--- src/rtl/fetch_buffer.sv ---
// Instruction queue between fetch and decode: circular FIFO of {pc, inst} entries,
// up to two pushes and two pops per cycle, show-ahead pair presentation, flushable.
package uarch_pkg;
  parameter int CPU_ADDR_BITS = 32;
  parameter int CPU_INST_BITS = 32;
endpackage

module fetch_buffer #(
  parameter int DEPTH         = 8,
  parameter int CPU_ADDR_BITS = uarch_pkg::CPU_ADDR_BITS,
  parameter int CPU_INST_BITS = uarch_pkg::CPU_INST_BITS
) (
  input  logic                       clk,
  input  logic                       rst_n,
  input  logic                       flush,
  output logic                       fb_rdy,
  input  logic [CPU_ADDR_BITS-1:0]   fetch_pc0,
  input  logic [CPU_ADDR_BITS-1:0]   fetch_pc1,
  input  logic [CPU_INST_BITS-1:0]   fetch_inst0,
  input  logic [CPU_INST_BITS-1:0]   fetch_inst1,
  input  logic [1:0]                 fetch_val,
  input  logic                       decode_rdy,
  output logic [CPU_ADDR_BITS-1:0]   inst0_pc,
  output logic [CPU_ADDR_BITS-1:0]   inst1_pc,
  output logic [CPU_INST_BITS-1:0]   inst0,
  output logic [CPU_INST_BITS-1:0]   inst1,
  output logic                       inst_val,
  output logic [$clog2(DEPTH):0]     fb_count
);

  localparam int PW = $clog2(DEPTH);
  localparam int CW = PW + 1;

  // Handshake: a pair transfers to decode on any cycle with inst_val && decode_rdy;
  // the presented pair is held stable while decode_rdy is low. Fetch may push only
  // while fb_rdy is high; pushes offered while it is low are dropped.

  logic [CPU_ADDR_BITS-1:0] pc_mem   [DEPTH];
  logic [CPU_INST_BITS-1:0] inst_mem [DEPTH];

  logic [PW-1:0] head;
  logic [PW-1:0] tail;
  logic [CW-1:0] count;

  logic [PW-1:0] head_p1;
  logic [PW-1:0] tail_p1;
  logic [1:0]    push_n;
  logic [1:0]    pop_n;
  logic          has_pair;

  assign head_p1  = head + PW'(1);
  assign tail_p1  = tail + PW'(1);
  assign has_pair = (count >= CW'(2));

  // Room for a whole group is judged on registered count only, so a
  // same-cycle pop never lets a push in.
  assign fb_rdy   = (count <= CW'(DEPTH - 2));
  assign inst_val = (count != '0);
  assign fb_count = count;

  always_comb begin
    push_n = 2'd0;
    if (fb_rdy) begin
      case (fetch_val)
        2'b01:   push_n = 2'd1;
        2'b11:   push_n = 2'd2;
        default: push_n = 2'd0;
      endcase
    end
  end

  always_comb begin
    pop_n = 2'd0;
    if (inst_val && decode_rdy) begin
      pop_n = has_pair ? 2'd2 : 2'd1;
    end
  end

  // Entry storage needs no reset; occupancy alone says which entries are live.
  always_ff @(posedge clk) begin
    if (!flush) begin
      if (push_n != 2'd0) begin
        pc_mem[tail]   <= fetch_pc0;
        inst_mem[tail] <= fetch_inst0;
      end
      if (push_n == 2'd2) begin
        pc_mem[tail_p1]   <= fetch_pc1;
        inst_mem[tail_p1] <= fetch_inst1;
      end
    end
  end

  always_ff @(posedge clk or negedge rst_n) begin
    if (!rst_n) begin
      head  <= '0;
      tail  <= '0;
      count <= '0;
    end else if (flush) begin
      head  <= '0;
      tail  <= '0;
      count <= '0;
    end else begin
      head  <= head + PW'(pop_n);
      tail  <= tail + PW'(push_n);
      count <= count + CW'(push_n) - CW'(pop_n);
    end
  end

  // Slot 1 reads as all-zero when only one entry is held, letting decode
  // issue a lone instruction without waiting for a partner.
  always_comb begin
    inst0_pc = '0;
    inst0    = '0;
    inst1_pc = '0;
    inst1    = '0;
    if (inst_val) begin
      inst0_pc = pc_mem[head];
      inst0    = inst_mem[head];
    end
    if (has_pair) begin
      inst1_pc = pc_mem[head_p1];
      inst1    = inst_mem[head_p1];
    end
  end

endmodule

--- config.mk ---
export PLATFORM = sky130hd
export DESIGN_NAME = fetch_buffer
export DESIGN_NICKNAME = d
export VERILOG_FILES = /design/src/rtl/fetch_buffer.sv
export SDC_FILE = /design/constraint.sdc
export NUM_CORES = 1
export LEC_CHECK = 0
export BUFFER_PORTS_ARGS = -buffer_cell sky130_fd_sc_hd__clkbuf_2
export CELL_PAD_IN_SITES_DETAIL_PLACEMENT = 0
export CELL_PAD_IN_SITES_GLOBAL_PLACEMENT = 1
export CORE_MARGIN = 10
export CORE_UTILIZATION = 39
export DETAILED_ROUTE_END_ITERATION = 6
export PLACE_DENSITY = 0.6
export SYNTH_ARGS = -nofsm -noshare
export SYNTH_HDL_FRONTEND = slang
export SYNTH_SLANG_ARGS = --single-unit
--- constraint.sdc ---
create_clock -name clk -period 6.5 [get_ports clk]
set_input_delay 0.325 -clock clk [delete_from_list [all_inputs] [get_ports clk]]
set_output_delay 0.325 -clock clk [all_outputs]
set_load 0.01 [all_outputs]
; ---- Word level (Yosys, flattened, before mapping)
; Memory sizes are Yosys's and may differ from the RTL's.
; Index checks and enable logic that the tools add are counted.
; Widths: inputs -> output; s select.
[word_totals]
ff_bits = 10
latch_bits = 0
mem_bits_rw = 512
rom_bits = 0
out_inout_bits = 134
wordCells = 36
n_memories = 2
[mem_list]
columns = name, words, width, read_ports, rd_ports_with_merged_regs, wr, line
row1 = inst_mem, 8, 32, 2, 0, 2, 39  ; logic [CPU_INST_BITS-1:0] inst_mem [DEPTH];
row2 = pc_mem, 8, 32, 2, 0, 2, 38  ; logic [CPU_ADDR_BITS-1:0] pc_mem [DEPTH];
[op_classes]
n_addsub = 6
multipliers = 0
div_mod_pow = 0
n_lt_le_gt_ge = 2
eq_ne = 3
n_shift = 0
n_mux = 17
bitwise = 0
n_reduce_logical = 3
[ops]
columns = op, count
row1 = $mux 32, 4
row2 = $add 3x1->3 const B, 2
row3 = $add 3x2->3, 2
row4 = $mux 1, 6
row5 = $mux 2, 3
row6 = $mux 3, 2
row7 = $add 4x2->4, 1
row8 = $eq 2x2->1 const B, 2
row9 = $ge 4x2->1 const B, 1
row10 = $le 4x3->1 const B, 1
row11 = $mux 4, 1
row12 = $pmux 2 s2, 1
row13 = $reduce_bool 4->1, 1
row14 = $sub 4x2->4, 1
row15 = $eq 2x1->1 const B, 1
row16 = $reduce_bool 2->1, 1
row17 = $logic_and 1x1->1, 1

; ---- Logic depth before layout (Yosys ltp)
[depth]
depth_word = 7
depth_mapped = 13
ltp_nobuf = 13

; ---- Worst setup path before layout
; Ideal clock, no wire load.
[synth_path]
kind = register -> register
startpoint = register tail[0]
endpoint = memory inst_mem[1][0] (enable)
t_arrival_ns = 4.342
required_time_ns = 6.013
slack_ns = 1.671
stages_incl_launch_ff = 8
synth_period_minus_slack_ns = 4.829
path_cell_list = dfrtp_1 -> ha_1 -> buf_2 -> or3b_1 -> buf_6 -> a2bb2oi_1 -> o22a_1 -> nor2_1
[synth_lines]
columns = item, line
row1 = start: declaration, 42  ; logic [PW-1:0] tail;
row2 = start signal: assignment, 104  ; tail <= tail + PW'(push_n);
row3 = end: declaration, 39

; ---- Worst setup path in the final report
[layout_path]
startpoint = register head[0]
endpoint = output inst0[15]
[layout_between]
elab_chain_cells = 2
[layout_rtl]
columns = item, line
row1 = start: declaration, 41  ; logic [PW-1:0] head;
row2 = start signal: assignment, 103  ; head <= head + PW'(pop_n);
row3 = $mem_v2 8x32, n/a
row4 = $mux 32, 116  ; if (inst_val) begin
row5 = end: declaration, 25  ; output logic [CPU_INST_BITS-1:0] inst0,
; No other way between the ends.

==> results.ini <==
[status]
outcome = finished clean

[finish]
nFillCells = 7144
drive_above_1_share_pct = 46.5
register_area_um2 = 15600
syn_to_final_growth_pct = 13.3
final_common_cell = edfxtp_1
layout_common_cells = edfxtp_1 (512), mux2_2 (450), clkbuf_2 (267)
fin_util_pct = 44.5
nets = 2371
stdcell_count = 3331
multi_input_area_um2 = 14400

[sta]
fin_setup_tns_ps = 0
finalSetupViolCount = 0
period_minus_slack_ps = 4620
finalWorstSetupSlack_ps = 1880
finalHoldViolations = 0
rsz0062_at_grt = false
slew_headroom_pct = 18.0
fmax_ghz = 0.216
tightest_slew_ps = 1230
finalMaxSlewViolations = 0
clock_skew_ps = 12.9
period_share_pct = 71.1

[critical_path]
end_kind = output port
startpoint_type = flip-flop
arrival_ps = 4300
crit_buf_inv = 3
critPathMaxStageDelay_ps = 890
crit_fanout = 77
cpLargestDelayFamily = buffers and inverters
cp_cell_sequence = buf_4, buf_4, mux2i_1, a22o_1, nor4_1, clkbuf_2
cp.required_ps = 6170
crit_path_frequent_cell = buf_4
critPathKind = flip-flop to output port
slowest_stage = dfrtp_4

[clocking]
cts_max_level = 2
insertion_delay_ps = 640
cts.reportedPaths.clkPinSlew_ps = 60
cts_buffers = 61
cts_buffer_depth = 3
post_cts_buffers = 0
clkSinkCount = 522
cts_tree = done
clockRootBuffer = clkbuf_16

[routing]
viasPerCell = 6.04
drc = 0
ant_nets = 0
routed_wl_um = 104000
drt_iter0_markers = 1403
dr.pass1.iters = 6
routedWlPerCell_um = 31.1
num_vias = 20100

[placed_design]
dp.cells = 3209
dp_slack_ps = 2520
dpl.hpwl_um = 57900
place_congestion = 0.770
io_buffer_count = 267

[floorplan]
start_util_pct = 39.2
die_w_um = 302
std_cell_rows = 103
io_pins = 268
die_area_um2 = 91000
core_um2 = 78900
die_h_um = 302

[power_and_ir_drop]
power_density_nw_per_um2 = 337
peakVddDrop_mv = 0.229
p_leak_uw = 0.0114

[synth]
dominantRegCellSynth = edfxtp_1
async_flop_share_pct = 1.92
synth_cell_type_count = 42
synth_edf_count = 512
synth_nets = 2176
syn_avg_cell_area_um2 = 15.3
ys_seq_elements = 522
synthCells = 2028
ys_warn_count = 0
synth-seq-area-share_pct = 50.5
synth_area_um2 = 31000

[grt]
grt_pass1_wl_um = 149000
gr-usage-all-layers_pct = 22.2
antenna_found_initial = 17
grt_overflow = 0
grt_max_degree = 177
grt_pass1_vias = 21400

[run]
maxCapViolations = 0

[min_path]
hold_path.class = primary input to flip-flop

==> cells by family after synthesis <==
family,share of synthesized area [%]
flip-flops,50.5
AO/OA/AOI/OAI,7.46
adder cells (fa/ha/maj),0.663
AND/OR/NAND/NOR,4.96
XOR/XNOR,0.222
multiplexers,32.7
buffers and inverters,3.53
==> routing by layer <==
layer | GRT usage [%] | share of wire [%] | vias to the layer above
met5 | 0 | 0.15 | -
met3 | 3.94 | 5.5 | 194
li1 | - | - | 8748
met1 | 27.6 | 41 | 10500
met2 | 39.0 | 51 | 617
met4 | 6.60 | 2.8 | 22
==> where the power goes <==
part           switching [uW]  total, uW  leakage, uW  internal, uW
clock network            1430       3370     0.000957          1950
logic                    2610       4400      0.00572          1780
registers                 165       4060      0.00475          3890
==> state kept, by name (all words and copies together) (netlist names) <==
signal,count
pc_mem,256
inst_mem,256
head,3
fb_count,4
tail,3
==> per-stage QoR <==
step | power (uW) | hold slack [ps] | instance area [um2]
after floorplan | 6700 | 29.4 | 31000
after global placement | 8560 | 230 | 33100
after detailed placement | 8580 | 232 | 33100
after CTS | 12000 | 58.9 | 35000
after global routing | 12400 | 84.9 | 35100
final | 11800 | 103 | 35100
==> path summary, 6_finish.rpt <==
kind	cells past startpoint	startpoint	slack, ps	endpoint
setup / recovery	6	head[0]$_DFF_PN0_	1880	inst0[15]
hold reg to reg	4	fb_count[3]$_DFF_PN0_	810	fb_count[3]$_DFF_PN0_
max in group asynchronous	2	rst_n	6110	head[2]$_DFF_PN0_
hold / removal	2	fetch_pc0[8]	100	pc_mem[2][8]$_DFFE_PP_
setup reg to reg	5	tail[0]$_DFF_PN0_	2720	inst_mem[0][12]$_DFFE_PP_
min in group asynchronous	2	rst_n	120	fb_count[3]$_DFF_PN0_
==> layout make-up <==
cell class | instances | area share, %
Clock inverter | 42 | 0.910
Multi-Input combinational cell | 1306 | 40.9
Clock buffer | 72 | 4.59
Timing Repair Buffer | 316 | 5.01
Sequential cell | 522 | 44.6
Tap cell | 1050 | 3.75
Inverter | 16 | 0.171
Antenna cell | 7 | 0.0500
==> Yosys cell counts, types with 5 or more instances <==
master	n	area [um2]
nor4_4	5	106
inv_1	16	60.1
mux2_2	450	5070
dfrtp_1	10	250
buf_1	24	90.1
a211oi_1	64	480
a2111oi_0	64	561
a22o_1	128	1120
nor4_1	64	400
nor2_1	19	71.3
edfxtp_1	512	15400
buf_6	38	428
mux2_4	50	751
ha_1	10	125
nor2b_1	136	851
nand2_1	10	37.5
mux2i_1	128	1280
buf_2	40	200
mux2_1	12	135
mux4_2	128	2880
clkbuf_1	80	300
==> what timing repair did <==
| item | in CTS | in global routing |
|---|---|---|
| endpoints found under the hold margin | 10 | 0 |
| hold buffers | 1 | 0 |
| gates resized for setup | 0 | 0 |
Power figures use the tool's default switching activity.
